## config.mk

```make
export PLATFORM = sky130hd
export DESIGN_NAME = seq_divider_8bit
export DESIGN_NICKNAME = d
export VERILOG_FILES = /design/src/rtl/seq_divider_8bit.sv
export SDC_FILE = /design/constraint.sdc
export NUM_CORES = 1
export LEC_CHECK = 0
export BUFFER_PORTS_ARGS = -buffer_cell sky130_fd_sc_hd__buf_2
export CAP_MARGIN = 0
export CORE_MARGIN = 2
export CORE_UTILIZATION = 44
export DETAILED_ROUTE_END_ITERATION = 12
export SKIP_LAST_GASP = 1
export SLEW_MARGIN = 0
export SYNTH_ARGS = -nofsm -noshare
export SYNTH_HDL_FRONTEND = slang
export SYNTH_SLANG_ARGS = --single-unit
export TNS_END_PERCENT = 100
```

## constraint.sdc

```tcl
create_clock -name clk -period 2.59 [get_ports clk]
set_input_delay 0.259 -clock clk [delete_from_list [all_inputs] [get_ports clk]]
set_output_delay 0.259 -clock clk [all_outputs]
set_load 0.05 [all_outputs]
```

## src/rtl/seq_divider_8bit.sv

```systemverilog
// Multi-cycle restoring divider: one trial subtract (A + ~B + 1) per clock, start/done handshake.
// Define SEQ_DIV_SIGNED_EN to add the signed_op port and two's-complement division.
module seq_divider_8bit #(
  parameter int unsigned WIDTH = 8
) (
  input  logic             clk,
  input  logic             rst_n,
  input  logic             start,
`ifdef SEQ_DIV_SIGNED_EN
  input  logic             signed_op,
`endif
  input  logic [WIDTH-1:0] dividend,
  input  logic [WIDTH-1:0] divisor,
  output logic             busy,
  output logic             done,
  output logic [WIDTH-1:0] quotient,
  output logic [WIDTH-1:0] remainder,
  output logic             div_by_zero
);

  localparam int unsigned     CntW     = $clog2(WIDTH);
  localparam logic [CntW-1:0] LastStep = CntW'(WIDTH - 1);
  localparam logic [CntW-1:0] CntOne   = CntW'(1);
  localparam logic [WIDTH-1:0] One     = WIDTH'(1);

  typedef enum logic [1:0] {
    StIdle,
    StCalc,
    StDone
  } state_e;

  state_e           state_q;
  logic [CntW-1:0]  cnt_q;
  logic [WIDTH-1:0] dvd_q;   // dividend bits leave at the MSB, quotient bits enter at the LSB
  logic [WIDTH-1:0] dvs_q;
  logic [WIDTH-1:0] rem_q;
  logic             q_neg_q;
  logic             r_neg_q;

  logic             sop;
  logic             a_neg;
  logic             b_neg;
  logic [WIDTH-1:0] a_mag;
  logic [WIDTH-1:0] b_mag;

  logic [WIDTH:0]   shifted;
  logic [WIDTH:0]   low_diff;
  logic             no_borrow;
  logic [WIDTH-1:0] rem_next;
  logic [WIDTH-1:0] quo_next;
  logic [WIDTH-1:0] quo_final;
  logic [WIDTH-1:0] rem_final;

`ifdef SEQ_DIV_SIGNED_EN
  assign sop = signed_op;
`else
  assign sop = 1'b0;
`endif

  // Operand conditioning at capture: signed operands are reduced to magnitudes.
  always_comb begin
    a_neg = sop & dividend[WIDTH-1];
    b_neg = sop & divisor[WIDTH-1];
    a_mag = a_neg ? (~dividend + One) : dividend;
    b_mag = b_neg ? (~divisor + One) : divisor;
  end

  // One restoring step. The shifted value carries WIDTH+1 bits; if its top bit is set it
  // already exceeds the divisor, otherwise the carry out of the low WIDTH-bit subtract decides.
  always_comb begin
    shifted   = {rem_q, dvd_q[WIDTH-1]};
    low_diff  = {1'b0, shifted[WIDTH-1:0]} + {1'b0, ~dvs_q} + {1'b0, One};
    no_borrow = shifted[WIDTH] | low_diff[WIDTH];
    rem_next  = no_borrow ? low_diff[WIDTH-1:0] : shifted[WIDTH-1:0];
    quo_next  = {dvd_q[WIDTH-2:0], no_borrow};
    quo_final = q_neg_q ? (~quo_next + One) : quo_next;
    rem_final = r_neg_q ? (~rem_next + One) : rem_next;
  end

  always_ff @(posedge clk or negedge rst_n) begin
    if (!rst_n) begin
      state_q     <= StIdle;
      cnt_q       <= '0;
      dvd_q       <= '0;
      dvs_q       <= '0;
      rem_q       <= '0;
      q_neg_q     <= 1'b0;
      r_neg_q     <= 1'b0;
      busy        <= 1'b0;
      done        <= 1'b0;
      quotient    <= '0;
      remainder   <= '0;
      div_by_zero <= 1'b0;
    end else begin
      done <= 1'b0;
      unique case (state_q)
        StIdle, StDone: begin
          if (start) begin
            if (divisor == '0) begin
              // Resolved on the accepting edge; busy never rises.
              state_q     <= StDone;
              busy        <= 1'b0;
              done        <= 1'b1;
              quotient    <= '1;
              remainder   <= dividend;
              div_by_zero <= 1'b1;
            end else begin
              state_q <= StCalc;
              busy    <= 1'b1;
              cnt_q   <= '0;
              dvd_q   <= a_mag;
              dvs_q   <= b_mag;
              rem_q   <= '0;
              q_neg_q <= a_neg ^ b_neg;
              r_neg_q <= a_neg;
            end
          end else begin
            state_q <= StIdle;
          end
        end
        StCalc: begin
          dvd_q <= quo_next;
          rem_q <= rem_next;
          cnt_q <= cnt_q + CntOne;
          if (cnt_q == LastStep) begin
            state_q     <= StDone;
            busy        <= 1'b0;
            done        <= 1'b1;
            quotient    <= quo_final;
            remainder   <= rem_final;
            div_by_zero <= 1'b0;
          end
        end
        default: begin
          state_q <= StIdle;
          busy    <= 1'b0;
        end
      endcase
    end
  end

endmodule

```

==> impl_metrics.tcl <==
set metrics [dict create \
    drt_first_pass_iters 4 \
    min_period_ns 2.44 \
    dpl.hpwl_um 4330 \
    count_of_endpoints_failing_hold_in_the_final_timing_report 0 \
    initial_core_util_pct 45.7 \
    synth_enable_flop_cells 0 \
    clk_pin_slew_worst_setup_hold_paths_ns 0.09 \
    antenna_cells_inserted 0 \
    syn-mean-instance-area_um2 9.67 \
    synth.ff_latch_count 48 \
    origin_of_the_worst_setup_path "rem_q[6]" \
    dieArea_um2 6380 \
    portBuffers 37 \
    synth.cell_area_um2 2530 \
    timing.critical_path.arrival_ns 2.65 \
    first_global_vias 2046 \
    synth_cell_type_count 48 \
    layout-area-overhead-vs-synth_pct 17.9 \
    status "finished clean" \
    detail_route.vias_per_cell 5.56 \
    cp_max_fo 13 \
    rsz0062_at_grt "no" \
    rr_startpoint "rem_q[6]" \
    ys_dominant_reg_cell "dfrtp_1" \
    design_area_um2 2990 \
    layout_worst_path_cycle_share_pct 94.0 \
    slew_headroom_pct 56.7 \
    synthesis.yosys.warnings 0 \
    dp.cells 368 \
    synth.largest_area_cell "dfrtp_1" \
    grt_usage_pct 20.8 \
    gp_routability_congestion 0.796 \
    route.final.wire_length_um 5960 \
    cp_cell_sequence "ha_1 -> o21ai_0 -> a22oi_1 -> nand2_2 -> buf_4 -> or4_1 -> a41oi_1" \
    cts.sink_count 48 \
    min-delay-path-class "in -> async" \
    slew_viol_final 0 \
    synth_fp_nets 292 \
    critPathRequiredTime_ns 2.80 \
    cp-end-kind "register" \
    design.final.nets 333 \
    route.vias.total 2091 \
    numCtsBuffers 5 \
    setup-violations-final 0 \
    setup.worst_path.class "reg -> reg" \
    initial_antenna_violation_count 0 \
    timing.critical_path.from_type "register" \
    synthDominantCellAreaShare_pct 47.4 \
    h_tree_level_count 2 \
    cpLargestDelayFamily "compound AO/OA/AOI/OAI gates" \
    synth-seq-area-share_pct 47.4 \
    global_route.overflow_total 0 \
    cts_root_buffer "clkbuf_8" \
    synth_cells 262 \
    transition_time_at_the_pin_with_the_least_slew_margin_ns 0.649 \
    drt_iter0_markers 126 \
    drc 0 \
    largest_net_degree_at_the_start_of_global_routing 49 \
    clk-insertion-delay-late_ns 0.30 \
    path_buf_inv 1 \
    first_pass_grt_wire_length_um 10200 \
    ios 38 \
    chipWidth_um 79.9 \
    non_filler_cells_in_the_finished_layout 376 \
    final_core_utilization_pct 53.9 \
    synth.area.top_cells "dfrtp_1 47%, o21ai_0 5.1%, ha_1 4.9%" \
    fmax_ghz 0.411 \
    totalNegativeSetupSlack_ns 0 \
    final.fill_count 524 \
    clock_tree.buffer_depth 2 \
    routed_length_per_placed_instance_um 15.8 \
    core_area_um2 5540 \
    cap_viol_max_count 0 \
    crit_path_max_incr_delay_ns 0.51 \
    num_rows 27 \
    asyncSetResetFlopFracSynth_pct 100 \
    worst_path_max_delay_cell "or4_1" \
    fp.dieH_um 79.9 \
    clock-skew-final_ns 0.00600 \
    place_area_um2 2830 \
    final_layout_size_suffix_gt1_share_pct 23.4 \
    cts_tree "yes" \
    ant_nets 0 \
]
## layer usage
metal | vias to the layer above | GRT usage [%] | wire length, um
met5 | - | 0 | 0
met4 | 0 | 4.07 | 15
met3 | 2 | 3.62 | 270
met2 | 50 | 34.2 | 2750
met1 | 1016 | 29.1 | 2920
li1 | 1023 | - | -
## flip-flops by register name (all words and copies together) (netlist names)
| signal | count |
|---|---|
| busy | 1 |
| div_by_zero | 1 |
| rem_q | 8 |
| dvd_q | 8 |
| remainder | 8 |
| cnt_q | 3 |
| quotient | 8 |
| dvs_q | 8 |
| state_q | 2 |
| done | 1 |
## synth_stat cells (3+ instances only)
| cell | n |
|---|---|
| a21oi_1 | 12 |
| o22a_1 | 5 |
| nand3_1 | 12 |
| a31oi_1 | 3 |
| clkbuf_1 | 9 |
| nand2_1 | 30 |
| nor2b_1 | 5 |
| nor2_1 | 27 |
| mux2i_1 | 8 |
| ha_1 | 10 |
| a211o_1 | 3 |
| a41oi_1 | 5 |
| nor3_1 | 5 |
| or4_1 | 3 |
| a211oi_1 | 3 |
| inv_1 | 13 |
| o21ai_0 | 26 |
| dfrtp_1 | 48 |
| buf_2 | 3 |
## stage by stage
| step | setup slack (ns) | hold slack [ns] |
|---|---|---|
| 2_1_floorplan | 0.305 | -0.0366 |
| 5_1_grt | 0.0189 | 0.105 |
| 4_1_cts | 0.0387 | 0.0697 |
| 3_3_place_gp | 0.204 | 0.398 |
| 6_report | 0.155 | 0.0423 |
| 3_5_place_dp | 0.103 | 0.402 |
## worst reg2reg max path, delay by kind of cell, from the launching register on
family | cells | cell delay (ns)
AOI/OAI and AO/OA | 3 | 0.68
buffers and inverters | 1 | 0.21
DFF | 1 | 0.43
and+or+nand+nor | 2 | 0.67
adders and majority gates | 1 | 0.36
## cell type report
cell class	instances	area (um2)	share of cell area, %
clock buffer	5	68.8	2.31
clock inverter	3	68.8	2.31
inverter	13	48.8	1.63
multi-input combinational	188	1250	41.8
sequential	48	1200	40.2
tap	72	90.1	3.02
timing repair buffer	47	260	8.72
## worst paths after layout
check                                to  slack [ns]  cells after the start
max                        remainder[4]        0.15                      7
min reg2reg                remainder[7]        0.50                      1
max in group asynchronous  remainder[6]        2.11                      2
min in group clk               dvs_q[5]        0.19                      3
max reg2reg                remainder[4]        0.15                      7
min                            dvs_q[4]        0.04                      2
## layout by cell type, fill, tap and decap left out, types with 3 or more instances in the layout
cell type,instances
a211o_1,3
a21oi_1,11
a31oi_1,3
a41oi_1,5
buf_2,37
buf_4,10
clkbuf_8,5
dfrtp_1,48
ha_1,10
inv_1,13
mux2i_1,8
nand2_1,29
nand3_1,12
nor2_1,27
nor2b_1,5
nor3_1,5
o21ai_0,26
o22a_1,5
or4_1,3
## cells by family (layout without fill, tap and decap cells)
kind of cell	Yosys count	after routing	synth area share, %
flops	48	48	47.4
fa+ha+maj	11	11	5.73
mux	9	9	3.61
compound gates	72	72	20.6
buf+inv	26	68	4.15
simple gates	95	95	18.1
xor+xnor	1	1	0.346
## timing repair
action,4_1_cts,5_1_grt
hold buffers,0,0
resized for setup,0,4
endpoints found under the setup margin,0,14
setup buffers,0,0
Power is left out: the tool's default activity adds up to more than one toggle a clock period on the data nets, which glitch-free logic cannot reach.
